$ cat src/rtl/rx_backend_if.sv
`default_nettype none
// ============================================================================
//  Module   : rx_backend_if
//  Purpose  : Consumer-side valid/ready handshake of the UART receive FIFO.
//  Revision : 1.0  initial release
// ============================================================================
interface rx_backend_if;
  logic [7:0] rx_data_o;
  logic       rx_frame_err_o;
  logic       rx_parity_err_o;
  logic       rx_valid_o;
  logic       rx_ready_i;

  modport master (
    output rx_data_o,
    output rx_frame_err_o,
    output rx_parity_err_o,
    output rx_valid_o,
    input  rx_ready_i
  );

  modport slave (
    input  rx_data_o,
    input  rx_frame_err_o,
    input  rx_parity_err_o,
    input  rx_valid_o,
    output rx_ready_i
  );
endinterface
`default_nettype wire

$ cat src/rtl/rx_backend.sv
`default_nettype none
// ============================================================================
//  Module   : rx_backend
//  Purpose  : Checks raw 11-bit UART frames and queues byte + error flags in a
//             small FIFO drained through a valid/ready handshake.
//  Revision : 1.0  initial release
// ============================================================================
module rx_backend #(
  parameter int DEPTH = 4
) (
  input  wire logic                     clk_i,
  input  wire logic                     rst_i,
  input  wire logic                     parity_en_i,
  input  wire logic                     parity_odd_i,
  input  wire logic                     stop_bits_i,
  input  wire logic [10:0]              frame_i,
  input  wire logic                     frame_valid_i,
  rx_backend_if.master                  rx,
  output logic      [$clog2(DEPTH):0]   rx_count_o,
  output logic                          overrun_o,
  input  wire logic                     overrun_clear_i,
  input  wire logic                     flush_i
);

  localparam int c_AW = $clog2(DEPTH);

  // Check stage
  logic [7:0] w_data;
  logic       w_stop_ok;
  logic       w_ferr;
  logic       w_perr;

  logic       r_stg_valid;
  logic [7:0] r_stg_data;
  logic       r_stg_ferr;
  logic       r_stg_perr;

  always_comb begin
    w_data    = frame_i[8:1];
    w_stop_ok = parity_en_i ? frame_i[10]
                            : (frame_i[9] & (frame_i[10] | ~stop_bits_i));
    w_ferr    = frame_i[0] | ~w_stop_ok;
    w_perr    = parity_en_i & ((^frame_i[9:1]) != parity_odd_i);
  end

  always_ff @(posedge clk_i) begin
    if (rst_i || flush_i) begin
      r_stg_valid <= 1'b0;
      r_stg_data  <= 8'h00;
      r_stg_ferr  <= 1'b0;
      r_stg_perr  <= 1'b0;
    end else begin
      r_stg_valid <= frame_valid_i;
      if (frame_valid_i) begin
        r_stg_data <= w_data;
        r_stg_ferr <= w_ferr;
        r_stg_perr <= w_perr;
      end
    end
  end

  // FIFO: pointers carry one extra MSB so full and empty are distinguishable
  logic [9:0]      r_mem [DEPTH];
  logic [c_AW:0]   r_wr;
  logic [c_AW:0]   r_rd;
  logic [c_AW:0]   w_count;
  logic            w_empty;
  logic            w_full;
  logic            w_pop;
  logic            w_push;
  logic            w_drop;
  logic [9:0]      w_head;

  always_comb begin
    w_count = r_wr - r_rd;
    w_empty = (r_wr == r_rd);
    w_full  = (r_wr[c_AW] != r_rd[c_AW]) &&
              (r_wr[c_AW-1:0] == r_rd[c_AW-1:0]);
    w_pop   = ~w_empty & rx.rx_ready_i;
    w_push  = r_stg_valid & (~w_full | w_pop);
    w_drop  = r_stg_valid & w_full & ~w_pop & ~flush_i;
    w_head  = r_mem[r_rd[c_AW-1:0]];
  end

  always_ff @(posedge clk_i) begin
    if (w_push && !flush_i && !rst_i)
      r_mem[r_wr[c_AW-1:0]] <= {r_stg_ferr, r_stg_perr, r_stg_data};
  end

  always_ff @(posedge clk_i) begin
    if (rst_i || flush_i) begin
      r_wr <= '0;
      r_rd <= '0;
    end else begin
      if (w_push) r_wr <= r_wr + (c_AW+1)'(1);
      if (w_pop)  r_rd <= r_rd + (c_AW+1)'(1);
    end
  end

  // Sticky overrun: a drop in the same cycle as a clear keeps the flag set
  always_ff @(posedge clk_i) begin
    if (rst_i)
      overrun_o <= 1'b0;
    else if (w_drop)
      overrun_o <= 1'b1;
    else if (overrun_clear_i)
      overrun_o <= 1'b0;
  end

  always_comb begin
    rx_count_o         = w_count;
    rx.rx_valid_o      = ~w_empty;
    rx.rx_data_o       = w_empty ? 8'h00 : w_head[7:0];
    rx.rx_parity_err_o = ~w_empty & w_head[8];
    rx.rx_frame_err_o  = ~w_empty & w_head[9];
  end

endmodule
`default_nettype wire

$ cat src/flat_wrapper.sv
// flat-port wrapper written by rule: the top's interface ports become plain ports
module rx_backend_flat 
#(
  parameter int DEPTH = 4
)
  (clk_i, rst_i, parity_en_i, parity_odd_i, stop_bits_i, frame_i, frame_valid_i, rx_count_o, overrun_o, overrun_clear_i, flush_i, rx_rx_data_o, rx_rx_frame_err_o, rx_rx_parity_err_o, rx_rx_valid_o, rx_rx_ready_i);
  rx_backend_if rx_i ();
  input  wire logic clk_i;
  input  wire logic rst_i;
  input  wire logic parity_en_i;
  input  wire logic parity_odd_i;
  input  wire logic stop_bits_i;
  input  wire logic [10:0] frame_i;
  input  wire logic frame_valid_i;
  output logic      [$clog2(DEPTH):0] rx_count_o;
  output logic overrun_o;
  input  wire logic overrun_clear_i;
  input  wire logic flush_i;
  output wire logic [$bits(rx_i.rx_data_o)-1:0] rx_rx_data_o;
  output wire logic [$bits(rx_i.rx_frame_err_o)-1:0] rx_rx_frame_err_o;
  output wire logic [$bits(rx_i.rx_parity_err_o)-1:0] rx_rx_parity_err_o;
  output wire logic [$bits(rx_i.rx_valid_o)-1:0] rx_rx_valid_o;
  input wire logic [$bits(rx_i.rx_ready_i)-1:0] rx_rx_ready_i;
  assign rx_rx_data_o = rx_i.rx_data_o;
  assign rx_rx_frame_err_o = rx_i.rx_frame_err_o;
  assign rx_rx_parity_err_o = rx_i.rx_parity_err_o;
  assign rx_rx_valid_o = rx_i.rx_valid_o;
  assign rx_i.rx_ready_i = rx_rx_ready_i;
  rx_backend #(.DEPTH(DEPTH)) u_core (.clk_i(clk_i), .rst_i(rst_i), .parity_en_i(parity_en_i), .parity_odd_i(parity_odd_i), .stop_bits_i(stop_bits_i), .frame_i(frame_i), .frame_valid_i(frame_valid_i), .rx(rx_i), .rx_count_o(rx_count_o), .overrun_o(overrun_o), .overrun_clear_i(overrun_clear_i), .flush_i(flush_i));
endmodule
$ cat config.mk
export PLATFORM = sky130hd
export DESIGN_NAME = rx_backend_flat
export DESIGN_NICKNAME = d
export VERILOG_FILES = /design/src/rtl/rx_backend_if.sv /design/src/rtl/rx_backend.sv /design/src/flat_wrapper.sv
export SDC_FILE = /design/constraint.sdc
export NUM_CORES = 1
export LEC_CHECK = 0
export BUFFER_PORTS_ARGS = -buffer_cell sky130_fd_sc_hd__clkbuf_2
export CORE_ASPECT_RATIO = 0.6
export CORE_MARGIN = 2
export CORE_UTILIZATION = 25
export DETAILED_ROUTE_END_ITERATION = 10
export SLEW_MARGIN = 15
export SYNTH_ARGS = -nofsm -noshare
export SYNTH_HDL_FRONTEND = slang
export SYNTH_SLANG_ARGS = --single-unit
$ cat constraint.sdc
create_clock -name clk_i -period 1.6 [get_ports clk_i]
set_input_delay 0.24 -clock clk_i [delete_from_list [all_inputs] [get_ports clk_i]]
set_output_delay 0.24 -clock clk_i [all_outputs]
set_load 0.03 [all_outputs]
Yosys cells after proc, flatten, opt, wreduce, memory -nomap -nowiden
Memories as Yosys holds them, arrays and structs flattened. A register that Yosys moved wholly into a read port is not among the register bits.
Index checks and enable logic that the tools add are counted.
Widths: inputs -> output; s select.

cells by class
  $add $sub $neg = 3
  equality and inequality tests = 4
  muxes and demuxes = 8
  bitwise gates (word level) = 18
  reductions and logical operators = 8

operator list
  kind                 count
  $and 1x1->1          9
  $reduce_xor 9->1     1
  $mux 8               1
  $add 3x1->3 const B  2
  $not 1->1            6
  $mux 1               5
  $mux 2               2
  $eq 3x3->1           1
  $logic_and 1x1->1    3
  $or 1x1->1           3
  $sub 3x3->3          1
  $eq 2x2->1           1
  $logic_not 1->1      2
  $ne 1x1->1           2
  $reduce_bool 2->1    1
  $logic_or 1x1->1     1

storage, ports and cells
  flip-flop bits (word level) = 18
  RAM bits = 40
  bits of input ports = 20
  logic and storage cells = 49
  memories = 1

memory list
  name          depth  width  read ports  clocked after memory_dff  wr ports  RTL line          text
  u_core.r_mem  4      10     1           1                         1         rx_backend.sv:63  logic [9:0] r_mem [DEPTH];

Depth between registers and ports, before layout
  depth in word-level cells = 9
  mapped depth = 6
  depth with buffers taken out = 6

Worst setup path before layout
OpenSTA, ideal clock, no wires.

  path kind = reg-to-output
  from = register u_core.r_wr[0]
  to = output rx_rx_data_o[0]
  arrival time = 1.628 ns
  required time = 1.360 ns
  slack = -0.268 ns
  cell stages (with the launch flop) = 7
  path buffers = 1
  cell sequence = dfxtp_1 -> inv_1 -> ha_1 -> nand2_1 -> nor2_1 -> clkbuf_1 -> nor2b_1

between the ends
  word-level cells in the longest chain between the ends = 2

RTL lines
  item                      RTL line            text
  start: declaration        rx_backend.sv:64    logic [c_AW:0] r_wr;
  start signal: assignment  rx_backend.sv:95    if (w_push) r_wr <= r_wr + (c_AW+1)'(1);
  $eq 3x3->1                rx_backend.sv:76    w_empty = (r_wr == r_rd);
  $mux 8                    rx_backend.sv:113   rx.rx_data_o = w_empty ? 8'h00 : w_head[7:0];
  end: declaration          flat_wrapper.sv:19  output wire logic [$bits(rx_i.rx_data_o)-1:0] rx_rx_data_o;

Every way passes these cells.

==> results.yml <==
outcome:
  status: "complete, but fails checks"
  violations: "setup timing"
synthesis:
  synthSimpleGateAreaFrac_pct: 9.70
  synth.area.mux_share_pct: 12.9
  synth_fa_ha_area_share_pct: 4.26
  synthTopCellsByArea: "edfxtp_1 (48%), dfxtp_1 (16%), mux4_2 (8.9%), mux2i_1 (4.0%), ha_1 (3.5%)"
  yosysMostFrequentCell: "edfxtp_1"
  ys_async_sr_fraction_pct: 0
  syn_area_um2: 2530
  synth_top_area_cell: "edfxtp_1"
  synth_ff_type: "edfxtp_1"
  syn_area_per_cell_um2: 15.0
  seq_area_frac_synth_pct: 63.4
  synth_edf_count: 40
  synthDominantCellAreaShare_pct: 47.5
  syn_nets: 196
  ys_top_cells_by_count: "edfxtp_1 (40), nor2_1 (21), dfxtp_1 (20)"
  synthXorXnorAreaFrac_pct: 5.40
  synth_seq_cells: 60
  synth_top_family_by_area: "multiplexers"
  ys_types: 30
  synth_compound_area_share_pct: 2.57
  yosysWarnings: 0
  syn_inst: 168
clock_network:
  numCtsBuffers: 9
  numClockSinks: 60
  clockBufferDepth: 2
  ctsHoldBuffers: 0
  cts-root-buf: "clkbuf_16"
  ctsHtreeMaxLevel: 3
  clk-insertion-delay-late_ps: 320
  cts_tree: "built"
  path_clk_slew_ps: 50
power:
  power_leakage_nw: 1.41
  sw_frac_of_total_pct: 19.7
  p_sw_mw: 0.745
  combPwrFrac_pct: 5.0
  p_int_mw: 3.03
  power_density_nw_per_um2: 1010
  clkPwrFrac_pct: 50.5
  p_seq_share_pct: 44.5
  power_mw: 3.78
  ir_worst_vdd_mv: 0.653
global_routing:
  grt-ovfl-total: 0
  grt_antenna_before_repair: 0
  grt_pass1_vias: 1591
  grt_usage_pct: 11.4
  grt_max_degree: 16
  grt_first_pass_wirelength_um: 8960
floorplanning:
  die_y_um: 81.9
  pin_count: 35
  start_util_pct: 25.7
  dieWidth_um: 134
  die-area_um2: 11000
  fp-row-count: 28
  coreArea_um2: 9840
worst_setup_path:
  path_buf_inv: 2
  cp.arrival_ps: 1650
  crit_end: "rx_rx_data_o[1]"
  crit_type: "reg2out"
  r2r_start: "u_core.r_wr[0]$_SDFFE_PP0P_"
  crit_path_top_delay_cell: "mux4_2"
  worstPathCellList: "buf_12 -> mux4_2 -> nor2b_4 -> buf_8"
  cp.depth: 4
  cp.required_ps: 1360
  crit_path_start_kind: "flip-flop"
  r2r-end: "u_core.r_mem[2][5]$_DFFE_PP_"
  crit_path_max_fanout: 5
  reg2reg_slack_ps: -50
  end_kind: "output port"
  cp_top_family: "multiplexers"
  cpPeakStageDelay_ps: 540
  ff2ff_path_depth: 7
sta:
  setup_viol: 53
  slew_headroom_pct: 77.1
  worst_pin_slew_ps: 343
  finalHoldWorstSlack_ps: 98.5
  hold_viol: 0
  fin_skew_ps: 7.11
  grt_setup_unrepaired: "yes"
  finalCritPeriodShare_pct: 118
  max_clock_freq_mhz: 528
  finalWorstSetupSlack_ps: -294
  final.min_clock_period_ps: 1890
  final_max_slew_viol_count: 0
drt:
  antenna_left: 0
  drc: 0
  finalWirelength_um: 5670
  via_per_inst: 4.19
  vias: 1564
  detail_route.wl_per_cell_um: 15.2
  dr.first_iter.drc_count: 129
  dr.pass1.iters: 4
layout:
  drive_above_1_share_pct: 50.0
  diodes: 0
  fillCellCount: 946
  multi_input_area_um2: 1100
  regArea_um2: 1610
  fin_nets: 261
  syn2layout_area_growth_pct: 47.2
  utilization_pct: 37.8
  finalNonFillerCells: 373
hold_path:
  holdCritPathClass: "in2reg"
placement:
  placed_cells: 350
  io_buffers: 34
  place_ws_ps: -22.8
  place.gp.congestion: 0.741
  hpwl_um: 3810
flow_run:
  maxCapViolCount: 0
[worst register-to-register path, stage by stage, from the launching register on]
cell and delay (ps):
dfxtp_2 320, inv_2 50, ha_4 270, nand2_4 60
buf_6 120, o31ai_4 270, nor2_4 120, and2_4 210
[power by group through the flow]
stage / sequential, mW / combinational (mW) / clock (mW)
floorplan: 1.70 / 0.106 / 0
global placement: 1.71 / 0.168 / 0
detailed placement: 1.71 / 0.171 / 0
CTS: 1.68 / 0.186 / 1.94
global route: 1.68 / 0.206 / 2.02
finish: 1.68 / 0.189 / 1.91
[metal layers]
layer | vias up | share of wire [%] | GRT usage (%) | wire (µm)
li1 | 747 | - | - | -
met1 | 746 | 48 | 17.0 | 2740
met2 | 62 | 39 | 15.2 | 2220
met3 | 9 | 11 | 4.32 | 640
met4 | 0 | 1.2 | 3.19 | 70
met5 | - | 0 | 0 | 0
[per-stage QoR]
step                setup TNS (ps)  instance area [µm²]
floorplan                        0                 2660
global placement             -46.7                 3130
detailed placement            -109                 3130
CTS                          -3620                 3690
global route                 -7010                 3720
finish                       -4300                 3720
[area by class of cell]
type	count	area share [%]
sequential	60	43.3
multi-input combinational	100	29.5
timing repair buffer	56	13.7
clock buffer	14	7.97
tap	135	4.54
inverter	6	0.706
clock inverter	2	0.303
[kinds of logic after synthesis]
logic type               after synthesis
AO/OA/AOI/OAI                          7
XOR/XNOR                              14
adder cells (fa/ha/maj)                8
buffers and inverters                 12
flip-flops                            60
multiplexers                          20
AND/OR/NAND/NOR                       47
[layout by cell type (no fill, tap or decap), types with 2 or more instances in the layout]
cell / instances
mux4_2: 10
and2_4: 8
nand3b_1: 3
buf_6: 2
dfxtp_1: 15
ha_1: 5
buf_12: 2
xor2_1: 5
clkbuf_2: 21
xnor2_4: 2
clkbuf_1: 2
edfxtp_1: 40
mux2i_1: 10
xnor2_1: 5
nor2b_4: 9
nor2_4: 2
inv_2: 3
ha_4: 2
nor2_1: 19
buf_8: 12
dfxtp_2: 4
clkbuf_16: 11
a21oi_1: 2
inv_1: 2
buf_4: 18
[sequential cells by signal, indices dropped and copies added (netlist names), named ones only]
register	cells
u_core.r_rd	3
u_core.overrun_o	1
u_core.r_stg_perr	1
u_core.r_stg_valid	1
u_core.r_wr	3
u_core.r_stg_ferr	1
u_core.r_mem	40
u_core.r_stg_data	8
[timing repair]
| item | 4_1_cts | 5_1_grt |
|---|---|---|
| gates cloned | 5 | 0 |
| gates resized for setup | 45 | 18 |
| pin swaps | 9 | 2 |
| setup buffers | 2 | 1 |
| endpoints found under the setup margin | 53 | 60 |
| hold endpoints to repair | 0 | 0 |
[worst min path at each step]
stage / cells after the start / start / slack, ps / end
2_1_floorplan: 1 / rst_i / 310 / u_core.overrun_o$_SDFFE_PP0P_
3_3_place_gp: 2 / rst_i / 430 / u_core.overrun_o$_SDFFE_PP0P_
3_5_place_dp: 2 / rst_i / 430 / u_core.overrun_o$_SDFFE_PP0P_
4_1_cts: 2 / rst_i / 90 / u_core.overrun_o$_SDFFE_PP0P_
5_1_grt: 2 / rst_i / 100 / u_core.overrun_o$_SDFFE_PP0P_
6_report: 2 / rst_i / 100 / u_core.overrun_o$_SDFFE_PP0P_
Note: power is estimated with default switching activity, not from simulation.
